--- config.mk ---
export PLATFORM = sky130hd
export DESIGN_NAME = axi4_lite_slave_regbank_flat
export DESIGN_NICKNAME = d
export VERILOG_FILES = /design/src/rtl/axi4_lite_slave_regbank_pkg.sv /design/src/rtl/axi4_lite_slave_regbank_if.sv /design/src/rtl/axi4_lite_slave_regbank_rd_ch.sv /design/src/rtl/axi4_lite_slave_regbank.sv /design/src/flat_wrapper.sv
export SDC_FILE = /design/constraint.sdc
export NUM_CORES = 1
export LEC_CHECK = 0
export ABC_CLOCK_PERIOD_IN_PS = 1800
export CORE_MARGIN = 1
export CORE_UTILIZATION = 47
export DETAILED_ROUTE_END_ITERATION = 10
export PLACE_DENSITY = 0.8
export SETUP_SLACK_MARGIN = 0.4
export SLEW_MARGIN = 25
export SYNTH_ARGS = -nofsm -noshare
export SYNTH_HDL_FRONTEND = slang
export SYNTH_SLANG_ARGS = --single-unit
export TNS_END_PERCENT = 1
--- constraint.sdc ---
create_clock -name ACLK -period 1.8 [get_ports ACLK]
set_input_delay 0.18 -clock ACLK [delete_from_list [all_inputs] [get_ports ACLK]]
set_output_delay 0.18 -clock ACLK [all_outputs]
set_load 0.02 [all_outputs]
--- src/rtl/axi4_lite_slave_regbank_pkg.sv ---
// rtl/axi4_lite_slave_regbank_pkg.sv - shared constants, types and helpers for the register bank
package axi4_lite_slave_regbank_pkg;

    localparam int DATA_W = 32;
    localparam int STRB_W = DATA_W / 8;

    localparam logic [1:0] RESP_OKAY   = 2'b00;
    localparam logic [1:0] RESP_SLVERR = 2'b10;

    // Interrupt registers sit at the top of the register map, counted back from NUM_REGS
    localparam int IRQ_MASK_OFS   = 2;
    localparam int IRQ_STATUS_OFS = 1;

    typedef enum logic {
        R_IDLE = 1'b0,
        R_DATA = 1'b1
    } rd_state_t;

    // Expand byte enables into a per-bit write mask
    function automatic logic [DATA_W-1:0] strb_to_mask(input logic [STRB_W-1:0] strb);
        logic [DATA_W-1:0] m;
        m = '0;
        for (int i = 0; i < STRB_W; i++) begin
            m[i*8 +: 8] = {8{strb[i]}};
        end
        return m;
    endfunction

endpackage

--- src/rtl/axi4_lite_slave_regbank_if.sv ---
// rtl/axi4_lite_slave_regbank_if.sv - AXI4-Lite bus bundle with master and slave views
interface axi4_lite_slave_regbank_if #(
    parameter int AXI_ADDR_WIDTH = 9
);
    logic [AXI_ADDR_WIDTH-1:0] awaddr;
    logic                      awvalid;
    logic                      awready;
    logic [31:0]               wdata;
    logic [3:0]                wstrb;
    logic                      wvalid;
    logic                      wready;
    logic [1:0]                bresp;
    logic                      bvalid;
    logic                      bready;
    logic [AXI_ADDR_WIDTH-1:0] araddr;
    logic                      arvalid;
    logic                      arready;
    logic [31:0]               rdata;
    logic [1:0]                rresp;
    logic                      rvalid;
    logic                      rready;

    modport slave (
        input  awaddr, awvalid, wdata, wstrb, wvalid, bready, araddr, arvalid, rready,
        output awready, wready, bresp, bvalid, arready, rdata, rresp, rvalid
    );

    modport master (
        output awaddr, awvalid, wdata, wstrb, wvalid, bready, araddr, arvalid, rready,
        input  awready, wready, bresp, bvalid, arready, rdata, rresp, rvalid
    );

endinterface

--- src/rtl/axi4_lite_slave_regbank_rd_ch.sv ---
// rtl/axi4_lite_slave_regbank_rd_ch.sv - read channel FSM with read data/response capture
module axi4_lite_slave_rd_ch
    import axi4_lite_slave_regbank_pkg::*;
(
    input  logic              ACLK,
    input  logic              ARESETN,
    input  logic              ready_en,
    input  logic              arvalid,
    output logic              arready,
    input  logic [DATA_W-1:0] rd_word,
    input  logic              rd_err,
    output logic [DATA_W-1:0] rdata,
    output logic [1:0]        rresp,
    output logic              rvalid,
    input  logic              rready
);

    rd_state_t state_q;
    rd_state_t state_d;
    logic      ar_hs;

    assign ar_hs = (state_q == R_IDLE) && arvalid && ready_en;

    // State register
    always_ff @(posedge ACLK or negedge ARESETN) begin
        if (!ARESETN) begin
            state_q <= R_IDLE;
        end else begin
            state_q <= state_d;
        end
    end

    // Next state and handshake outputs
    always_comb begin
        state_d = state_q;
        arready = 1'b0;
        rvalid  = 1'b0;
        case (state_q)
            R_IDLE: begin
                arready = ready_en;
                if (arvalid && ready_en) begin
                    state_d = R_DATA;
                end
            end
            R_DATA: begin
                rvalid = 1'b1;
                if (rready) begin
                    state_d = R_IDLE;
                end
            end
            default: state_d = R_IDLE;
        endcase
    end

    // Capture data on the AR handshake edge so it holds steady until the master takes it
    always_ff @(posedge ACLK or negedge ARESETN) begin
        if (!ARESETN) begin
            rdata <= '0;
            rresp <= RESP_OKAY;
        end else if (ar_hs) begin
            rdata <= rd_word;
            rresp <= rd_err ? RESP_SLVERR : RESP_OKAY;
        end
    end

endmodule

--- src/rtl/axi4_lite_slave_regbank.sv ---
// rtl/axi4_lite_slave_regbank.sv - AXI4-Lite register bank with control registers and edge interrupts
module axi4_lite_slave_regbank
    import axi4_lite_slave_regbank_pkg::*;
#(
    parameter int AXI_ADDR_WIDTH = 9,
    parameter int AXI_DATA_WIDTH = 32,
    parameter int NUM_REGS       = 16
) (
    input  logic                                   ACLK,
    input  logic                                   ARESETN,
    axi4_lite_slave_regbank_if.slave               S_AXI,
    output logic [AXI_DATA_WIDTH*(NUM_REGS-2)-1:0] ctrl_out,
    input  logic [AXI_DATA_WIDTH-1:0]              event_in,
    output logic                                   irq_n
);

    localparam int IDX_W      = AXI_ADDR_WIDTH - 2;
    localparam int NUM_RW     = NUM_REGS - 2;
    localparam int MASK_IDX   = NUM_REGS - IRQ_MASK_OFS;
    localparam int STATUS_IDX = NUM_REGS - IRQ_STATUS_OFS;

    logic [DATA_W-1:0] ctrl_regs [NUM_RW];
    logic [DATA_W-1:0] irq_mask_q;
    logic [DATA_W-1:0] irq_status_q;
    logic [DATA_W-1:0] event_q;
    logic [DATA_W-1:0] event_rise;
    logic [DATA_W-1:0] status_clr;

    logic              ready_en;
    logic              aw_full;
    logic              w_full;
    logic [IDX_W-1:0]  aw_idx_q;
    logic [DATA_W-1:0] wdata_q;
    logic [STRB_W-1:0] wstrb_q;
    logic              bvalid_q;
    logic [1:0]        bresp_q;
    logic              aw_hs;
    logic              w_hs;
    logic              commit;
    logic              wr_err;
    logic [DATA_W-1:0] wr_mask;

    logic [IDX_W-1:0]  rd_idx;
    logic [DATA_W-1:0] rd_word;
    logic              rd_err;
    logic              unused_addr_bits;

    assign unused_addr_bits = ^{S_AXI.awaddr[1:0], S_AXI.araddr[1:0]};

    // Write channel: each half is accepted once, then blocked until the response is taken
    assign S_AXI.awready = ready_en & ~aw_full & ~bvalid_q;
    assign S_AXI.wready  = ready_en & ~w_full & ~bvalid_q;
    assign S_AXI.bvalid  = bvalid_q;
    assign S_AXI.bresp   = bresp_q;

    assign aw_hs   = S_AXI.awvalid & S_AXI.awready;
    assign w_hs    = S_AXI.wvalid & S_AXI.wready;
    assign commit  = aw_full & w_full;
    assign wr_err  = int'(aw_idx_q) >= NUM_REGS;
    assign wr_mask = strb_to_mask(wstrb_q);

    // Ready outputs stay low while reset is held and come up on the first clock afterwards
    always_ff @(posedge ACLK or negedge ARESETN) begin
        if (!ARESETN) begin
            ready_en <= 1'b0;
        end else begin
            ready_en <= 1'b1;
        end
    end

    // Latch AW and W independently; commit and raise the response once both are held
    always_ff @(posedge ACLK or negedge ARESETN) begin
        if (!ARESETN) begin
            aw_full  <= 1'b0;
            w_full   <= 1'b0;
            aw_idx_q <= '0;
            wdata_q  <= '0;
            wstrb_q  <= '0;
            bvalid_q <= 1'b0;
            bresp_q  <= RESP_OKAY;
        end else if (commit) begin
            aw_full  <= 1'b0;
            w_full   <= 1'b0;
            bvalid_q <= 1'b1;
            bresp_q  <= wr_err ? RESP_SLVERR : RESP_OKAY;
        end else begin
            if (aw_hs) begin
                aw_full  <= 1'b1;
                aw_idx_q <= S_AXI.awaddr[AXI_ADDR_WIDTH-1:2];
            end
            if (w_hs) begin
                w_full  <= 1'b1;
                wdata_q <= S_AXI.wdata;
                wstrb_q <= S_AXI.wstrb;
            end
            if (bvalid_q && S_AXI.bready) begin
                bvalid_q <= 1'b0;
            end
        end
    end

    // Byte-masked update of the control registers and the interrupt mask
    always_ff @(posedge ACLK or negedge ARESETN) begin
        if (!ARESETN) begin
            for (int i = 0; i < NUM_RW; i++) begin
                ctrl_regs[i] <= '0;
            end
            irq_mask_q <= '0;
        end else if (commit) begin
            for (int i = 0; i < NUM_RW; i++) begin
                if (aw_idx_q == IDX_W'(i)) begin
                    ctrl_regs[i] <= (ctrl_regs[i] & ~wr_mask) | (wdata_q & wr_mask);
                end
            end
            if (aw_idx_q == IDX_W'(MASK_IDX)) begin
                irq_mask_q <= (irq_mask_q & ~wr_mask) | (wdata_q & wr_mask);
            end
        end
    end

    for (genvar g = 0; g < NUM_RW; g++) begin : g_ctrl
        assign ctrl_out[g*DATA_W +: DATA_W] = ctrl_regs[g];
    end

    // A new event edge wins over a simultaneous write-1-to-clear of the same bit
    assign event_rise = event_in & ~event_q;
    assign status_clr = (commit && aw_idx_q == IDX_W'(STATUS_IDX)) ? (wdata_q & wr_mask) : '0;

    // Event edge history, sticky status bits and the registered interrupt output
    always_ff @(posedge ACLK or negedge ARESETN) begin
        if (!ARESETN) begin
            event_q      <= '0;
            irq_status_q <= '0;
            irq_n        <= 1'b1;
        end else begin
            event_q      <= event_in;
            irq_status_q <= (irq_status_q & ~status_clr) | event_rise;
            irq_n        <= ~|(irq_status_q & irq_mask_q);
        end
    end

    assign rd_idx = S_AXI.araddr[AXI_ADDR_WIDTH-1:2];

    // Read mux; the read channel samples it on the AR handshake, before any same-edge write lands
    always_comb begin
        rd_word = '0;
        rd_err  = 1'b0;
        if (int'(rd_idx) >= NUM_REGS) begin
            rd_err = 1'b1;
        end else if (rd_idx == IDX_W'(MASK_IDX)) begin
            rd_word = irq_mask_q;
        end else if (rd_idx == IDX_W'(STATUS_IDX)) begin
            rd_word = irq_status_q;
        end else begin
            for (int i = 0; i < NUM_RW; i++) begin
                if (rd_idx == IDX_W'(i)) begin
                    rd_word = ctrl_regs[i];
                end
            end
        end
    end

    axi4_lite_slave_rd_ch u_rd_ch (
        .ACLK     (ACLK),
        .ARESETN  (ARESETN),
        .ready_en (ready_en),
        .arvalid  (S_AXI.arvalid),
        .arready  (S_AXI.arready),
        .rd_word  (rd_word),
        .rd_err   (rd_err),
        .rdata    (S_AXI.rdata),
        .rresp    (S_AXI.rresp),
        .rvalid   (S_AXI.rvalid),
        .rready   (S_AXI.rready)
    );

endmodule

--- src/flat_wrapper.sv ---
// flat-port wrapper written by rule: the top's interface ports become plain ports
module axi4_lite_slave_regbank_flat import axi4_lite_slave_regbank_pkg::*;
#(
    parameter int AXI_ADDR_WIDTH = 9,
    parameter int AXI_DATA_WIDTH = 32,
    parameter int NUM_REGS       = 16
)
  (ACLK, ARESETN, ctrl_out, event_in, irq_n, S_AXI_awaddr, S_AXI_awvalid, S_AXI_wdata, S_AXI_wstrb, S_AXI_wvalid, S_AXI_bready, S_AXI_araddr, S_AXI_arvalid, S_AXI_rready, S_AXI_awready, S_AXI_wready, S_AXI_bresp, S_AXI_bvalid, S_AXI_arready, S_AXI_rdata, S_AXI_rresp, S_AXI_rvalid);
  axi4_lite_slave_regbank_if #(.AXI_ADDR_WIDTH(AXI_ADDR_WIDTH)) S_AXI_i ();
  input  logic ACLK;
  input  logic ARESETN;
  output logic [AXI_DATA_WIDTH*(NUM_REGS-2)-1:0] ctrl_out;
  input  logic [AXI_DATA_WIDTH-1:0] event_in;
  output logic irq_n;
  input wire logic [$bits(S_AXI_i.awaddr)-1:0] S_AXI_awaddr;
  input wire logic [$bits(S_AXI_i.awvalid)-1:0] S_AXI_awvalid;
  input wire logic [$bits(S_AXI_i.wdata)-1:0] S_AXI_wdata;
  input wire logic [$bits(S_AXI_i.wstrb)-1:0] S_AXI_wstrb;
  input wire logic [$bits(S_AXI_i.wvalid)-1:0] S_AXI_wvalid;
  input wire logic [$bits(S_AXI_i.bready)-1:0] S_AXI_bready;
  input wire logic [$bits(S_AXI_i.araddr)-1:0] S_AXI_araddr;
  input wire logic [$bits(S_AXI_i.arvalid)-1:0] S_AXI_arvalid;
  input wire logic [$bits(S_AXI_i.rready)-1:0] S_AXI_rready;
  output wire logic [$bits(S_AXI_i.awready)-1:0] S_AXI_awready;
  output wire logic [$bits(S_AXI_i.wready)-1:0] S_AXI_wready;
  output wire logic [$bits(S_AXI_i.bresp)-1:0] S_AXI_bresp;
  output wire logic [$bits(S_AXI_i.bvalid)-1:0] S_AXI_bvalid;
  output wire logic [$bits(S_AXI_i.arready)-1:0] S_AXI_arready;
  output wire logic [$bits(S_AXI_i.rdata)-1:0] S_AXI_rdata;
  output wire logic [$bits(S_AXI_i.rresp)-1:0] S_AXI_rresp;
  output wire logic [$bits(S_AXI_i.rvalid)-1:0] S_AXI_rvalid;
  assign S_AXI_i.awaddr = S_AXI_awaddr;
  assign S_AXI_i.awvalid = S_AXI_awvalid;
  assign S_AXI_i.wdata = S_AXI_wdata;
  assign S_AXI_i.wstrb = S_AXI_wstrb;
  assign S_AXI_i.wvalid = S_AXI_wvalid;
  assign S_AXI_i.bready = S_AXI_bready;
  assign S_AXI_i.araddr = S_AXI_araddr;
  assign S_AXI_i.arvalid = S_AXI_arvalid;
  assign S_AXI_i.rready = S_AXI_rready;
  assign S_AXI_awready = S_AXI_i.awready;
  assign S_AXI_wready = S_AXI_i.wready;
  assign S_AXI_bresp = S_AXI_i.bresp;
  assign S_AXI_bvalid = S_AXI_i.bvalid;
  assign S_AXI_arready = S_AXI_i.arready;
  assign S_AXI_rdata = S_AXI_i.rdata;
  assign S_AXI_rresp = S_AXI_i.rresp;
  assign S_AXI_rvalid = S_AXI_i.rvalid;
  axi4_lite_slave_regbank #(.AXI_ADDR_WIDTH(AXI_ADDR_WIDTH), .AXI_DATA_WIDTH(AXI_DATA_WIDTH), .NUM_REGS(NUM_REGS)) u_core (.ACLK(ACLK), .ARESETN(ARESETN), .S_AXI(S_AXI_i), .ctrl_out(ctrl_out), .event_in(event_in), .irq_n(irq_n));
endmodule
# Word-level counts from Yosys, hierarchy flattened
# Cells that the tools add are included.
totals:
  register_bits: 629
  latch_bits: 0
  ram_bits: 0
  mem_bits_ro: 0
  inputBits: 93
  elab_cells: 172
  mem_count: 0
op_classes:
  add_sub_neg: 0
  mul: 0
  div: 0
  magnitude_cmp: 2
  n_eq_ne: 30
  n_shift: 0
  muxes: 32
  bitwise_logic: 50
  reduce_logical: 29
op_table:
  columns: ["cell", "count"]
  rows:
  - ["$and 32x32->32", 19]
  - ["$mux 32", 18]
  - ["$or 32x32->32", 16]
  - ["$eq 7x4->1 const B", 16]
  - ["$not 32->32", 3]
  - ["$eq 7x3->1 const B", 8]
  - ["$reduce_and 2->1", 17]
  - ["$reduce_or 32->1", 1]
  - ["$eq 7x2->1 const B", 4]
  - ["$eq 7x1->1 const B", 2]
  - ["$ge 7x5->1 const B", 2]
  - ["$logic_not 7->1", 2]
  - ["$mux 1", 11]
  - ["$and 1x1->1", 7]
  - ["$reduce_bool 2->1", 3]
  - ["$logic_and 1x1->1", 5]
  - ["$not 1->1", 5]
  - ["$mux 2", 2]
  - ["$pmux 1 s2", 1]
  - ["$logic_not 1->1", 1]

# Logic depth before layout (Yosys ltp)
depth:
  depth_word: 18
  ltp_mapped: 9

# Cells and area by module
# From an unflattened synthesis, not the netlist that was laid out.
unflattened:
  hier_cells: 2214
  hier_area_um2: 28946.5
modules_own_cells:
  columns: ["module", "n_inst", "cells_per_inst", "area_each_um2"]
  rows:
  - ["axi4_lite_slave_regbank", 1, 2138, 27535.2]
  - ["axi4_lite_slave_rd_ch", 1, 76, 1411.4]

# Least setup slack after synthesis
# Ideal clock, no wire load.
synth_path:
  path_kind: "register to register"
  from: "register u_core.bvalid_q (netlist: u_core.S_AXI.bvalid)"
  to: "register u_core.wdata_q[27]"
  setup_time_ns: 0.125
  arrival_time_ns: 2.093
  required_time_ns: 1.675
  setup_slack_ns: -0.418
  path_stages_with_launch: 8
  n_path_buf: 2
  synth_period_minus_slack_ns: 2.218
  cell_sequence: "dfrtp_1 inv_1 nand2_1 nor2_1 and2_1 clkbuf_1 clkbuf_1 mux2_2"
synth_between:
  elab_chain_cells: 4
synth_lines:
  columns: ["item", "line_no", "rtl"]
  rows:
  - ["start: declaration", "axi4_lite_slave_regbank.sv:35", "logic bvalid_q;"]
  - ["start signal: assignment", "axi4_lite_slave_regbank.sv:79", "bvalid_q <= 1'b0;"]
  - ["start signal: assignment", "axi4_lite_slave_regbank.sv:84", "bvalid_q <= 1'b1;"]
  - ["start signal: assignment", "axi4_lite_slave_regbank.sv:97", "bvalid_q <= 1'b0;"]
  - ["$not 1->1", "axi4_lite_slave_regbank.sv:52", "assign S_AXI.wready = ready_en & ~w_full & ~bvalid_q;"]
  - ["$and 1x1->1", "axi4_lite_slave_regbank.sv:52", null]
  - ["named net S_AXI_wready", "flat_wrapper.sv:25", "output wire logic [$bits(S_AXI_i.wready)-1:0] S_AXI_wready;"]
  - ["$and 1x1->1", "axi4_lite_slave_regbank.sv:57", "assign w_hs = S_AXI.wvalid & S_AXI.wready;"]
  - ["$reduce_and 2->1 (no line)", null, null]
  - ["end signal: assignment", "axi4_lite_slave_regbank.sv:93", "wdata_q <= S_AXI.wdata;"]
  - ["end: declaration", "axi4_lite_slave_regbank.sv:33", "logic [DATA_W-1:0] wdata_q;"]
# The timed path passes the listed nets, and every way through them passes these cells.
# A chain may end at the register's enable or synchronous reset.

==> impl_metrics.tcl <==
set metrics [dict create \
    grt_pass1_wl_mm 164 \
    hold_path_class "input port to flip-flop" \
    die_w_microns 247 \
    routed_wl_mm 114 \
    antenna_found_initial 13 \
    ios 583 \
    ys_ff_latch 627 \
    power_mw 44.9 \
    fin_crit_sh_pct 120 \
    clk_pin_slew_worst_paths_ps 60 \
    grt_use_total_pct 37.3 \
    place.detailed.hpwl_mm 85.8 \
    htreeDepth 3 \
    via_count 23000 \
    fin_skew_ps 16.7 \
    rsz0062_at_grt "yes" \
    finalSetupViolCount 553 \
    placed_area_sq_um 37900 \
    final_cell_area_sq_um 40300 \
    drt_iter0_markers 2323 \
    yosysWarnings 0 \
    vias_per_cell 6.10 \
    synth_edf_count 0 \
    cts_tree "built" \
    hold_violations 0 \
    crit_type "flip-flop to flip-flop" \
    crit_slowest_cell "and4bb_4" \
    drv_cap 0 \
    layout.nets 3026 \
    async_flop_share_pct 100 \
    worstSetupEndpointType "flip-flop" \
    netlist_instances 2079 \
    p_leak_nw 19.5 \
    startpoint_type "flip-flop" \
    antenna_left 0 \
    status "complete, but fails checks" \
    routedWlPerCell_microns 30.3 \
    fin_crit_ps 2160 \
    min_path_cells 1 \
    numPortBuffers 576 \
    cts_made_buffers 70 \
    cts.sinks 627 \
    crit_required_ps 2290 \
    syn_area_sq_um 28100 \
    max-vdd-ir-drop_mv 0.935 \
    drive_above_1_share_pct 46.0 \
    critPathArrivalTime_ps 2650 \
    globalplace.congestion 0.999 \
    ys_dominant_reg_cell "dfrtp_1" \
    detail_route.drc_violations 0 \
    rr_worst_depth 7 \
    initial_core_util_pct 47.6 \
    holdWs_ps 35.3 \
    grt_pass1_vias 23400 \
    setup_tns_ps -120870 \
    clk_latency_ps 620 \
    firstDrtPassIters 6 \
    maxSlewViolCount 0 \
    overflow 0 \
    setup_ws_ps -364 \
    num_rows 89 \
    syn_to_final_growth_pct 43.2 \
    ys_seq_area_share_pct 55.8 \
    crit_chain "and4bb_4, nand3_4, nor4_4, buf_6, nand2_2, buf_12, mux2_2" \
    powerDensity_nw_per_um2 1120 \
    cts-root-buf "clkbuf_16" \
    clock_path_buffers 3 \
    fmax_ghz 0.462 \
    relSlewSlack_pct 43.6 \
    max_slew.worst_pin.slew_ps 846 \
    avgSynthCellArea_sq_um 13.5 \
    cp_max_fo 8 \
    violations "negative setup slack" \
    cp_slowest_stage_delay_ps 400 \
    die_area_sq_um 60800 \
    grt_start_max_net_pins 83 \
    die_y_microns 247 \
    ys_types 77 \
    coreArea_sq_um 59000 \
]
power by group:
group	total [mW]	internal, mW	switching, mW	leakage, nW
logic	9.85	4.90	4.95	9.92
registers	20.0	16.0	4.03	8.38
clock network	15.1	9.07	6.00	1.21
path summary, 6_finish.rpt:
| check | from | end | slack, ps |
|---|---|---|---|
| max | u_core.aw_idx_q[6]$_DFFE_PN0P_ | flip-flop | -360 |
| min | event_in[2] | u_core.event_q[2]$_DFF_PN0_ | 40 |
| max reg2reg | u_core.aw_idx_q[6]$_DFFE_PN0P_ | flip-flop | -360 |
| min reg2reg | u_core.u_rd_ch.rdata[12]$_DFFE_PN0P_ | u_core.u_rd_ch.rdata[12]$_DFFE_PN0P_ | 500 |
| max in group asynchronous | ARESETN | async pin | 830 |
| min in group asynchronous | ARESETN | async pin | 70 |
cell usage after synthesis (39+ instances only):
cell	count	share of area, %
a22o_1	39	1.2
clkbuf_1	80	1.1
dfrtp_1	626	56
inv_1	41	0.55
mux2_1	45	1.8
mux2_2	506	20
mux2i_1	70	2.5
mux4_2	44	3.5
nand2_1	147	2.0
nor2_1	41	0.55
o21ai_0	39	0.69
o22ai_1	60	1.3
cell usage in the layout, fill, tap and decap left out, types with 38 or more instances in the layout:
cell type,instances
dfrtp_1,620
mux2_2,506
clkdlybuf4s50_1,306
buf_4,239
buf_6,119
nand2_1,104
buf_12,89
clkbuf_16,73
buf_2,70
mux2i_1,69
clkbuf_2,59
o22ai_1,58
mux4_2,44
inv_1,39
a22o_1,39
o21ai_0,38
worst max-delay path, delay by kind of cell (launching register included):
| family | cells | cell delay, ps |
|---|---|---|
| multiplexers | 1 | 280 |
| flip-flops | 1 | 380 |
| buffers and inverters | 2 | 410 |
| AND/OR/NAND/NOR | 4 | 970 |
layout make-up:
cell class	count	area [sq um]
Clock inverter	33	383
Clock buffer	94	2030
Antenna cell	8	20.0
Sequential cell	627	15700
Inverter	43	161
Timing Repair Buffer	906	8890
Tap cell	773	967
Multi-Input combinational cell	1285	12100
Fill cell	4163	18800
what timing repair did:
action | 4_1_cts | 5_1_grt
hold buffers | 1 | 0
hold endpoints to repair | 467 | 0
gates cloned | 0 | 0
pin swaps | 2 | 9
setup endpoints to repair | 1079 | 1051
buffers inserted | 2 | 4
gates resized for setup | 592 | 613
through the flow:
stage                     setup WS, ps  utilization [%]  instances
after detailed placement          -678             64.1       3627
after global placement            -593             64.1       3627
after global routing              -418             68.2       3767
after floorplan                  -59.6                -       2080
after CTS                         -299             68.6       3757
final                             -364             68.2       3769
routing by layer:
metal / vias to the layer above / GRT usage, % / wire length, microns
met4: 10 / 19.6 / 6830
met1: 11800 / 48.2 / 43300
met5: - / 0 / 68
li1: 9463 / - / -
met3: 351 / 9.60 / 11300
met2: 1382 / 57.9 / 52700
kinds of logic after synthesis:
logic type      Yosys count  synth area share, %
flops                   627                 55.8
buf+inv                 168                 2.53
compound gates          312                 7.98
other cells               2               0.0267
mux                     665                 28.1
simple gates            305                 5.53
Power figures use the tool's default switching activity.
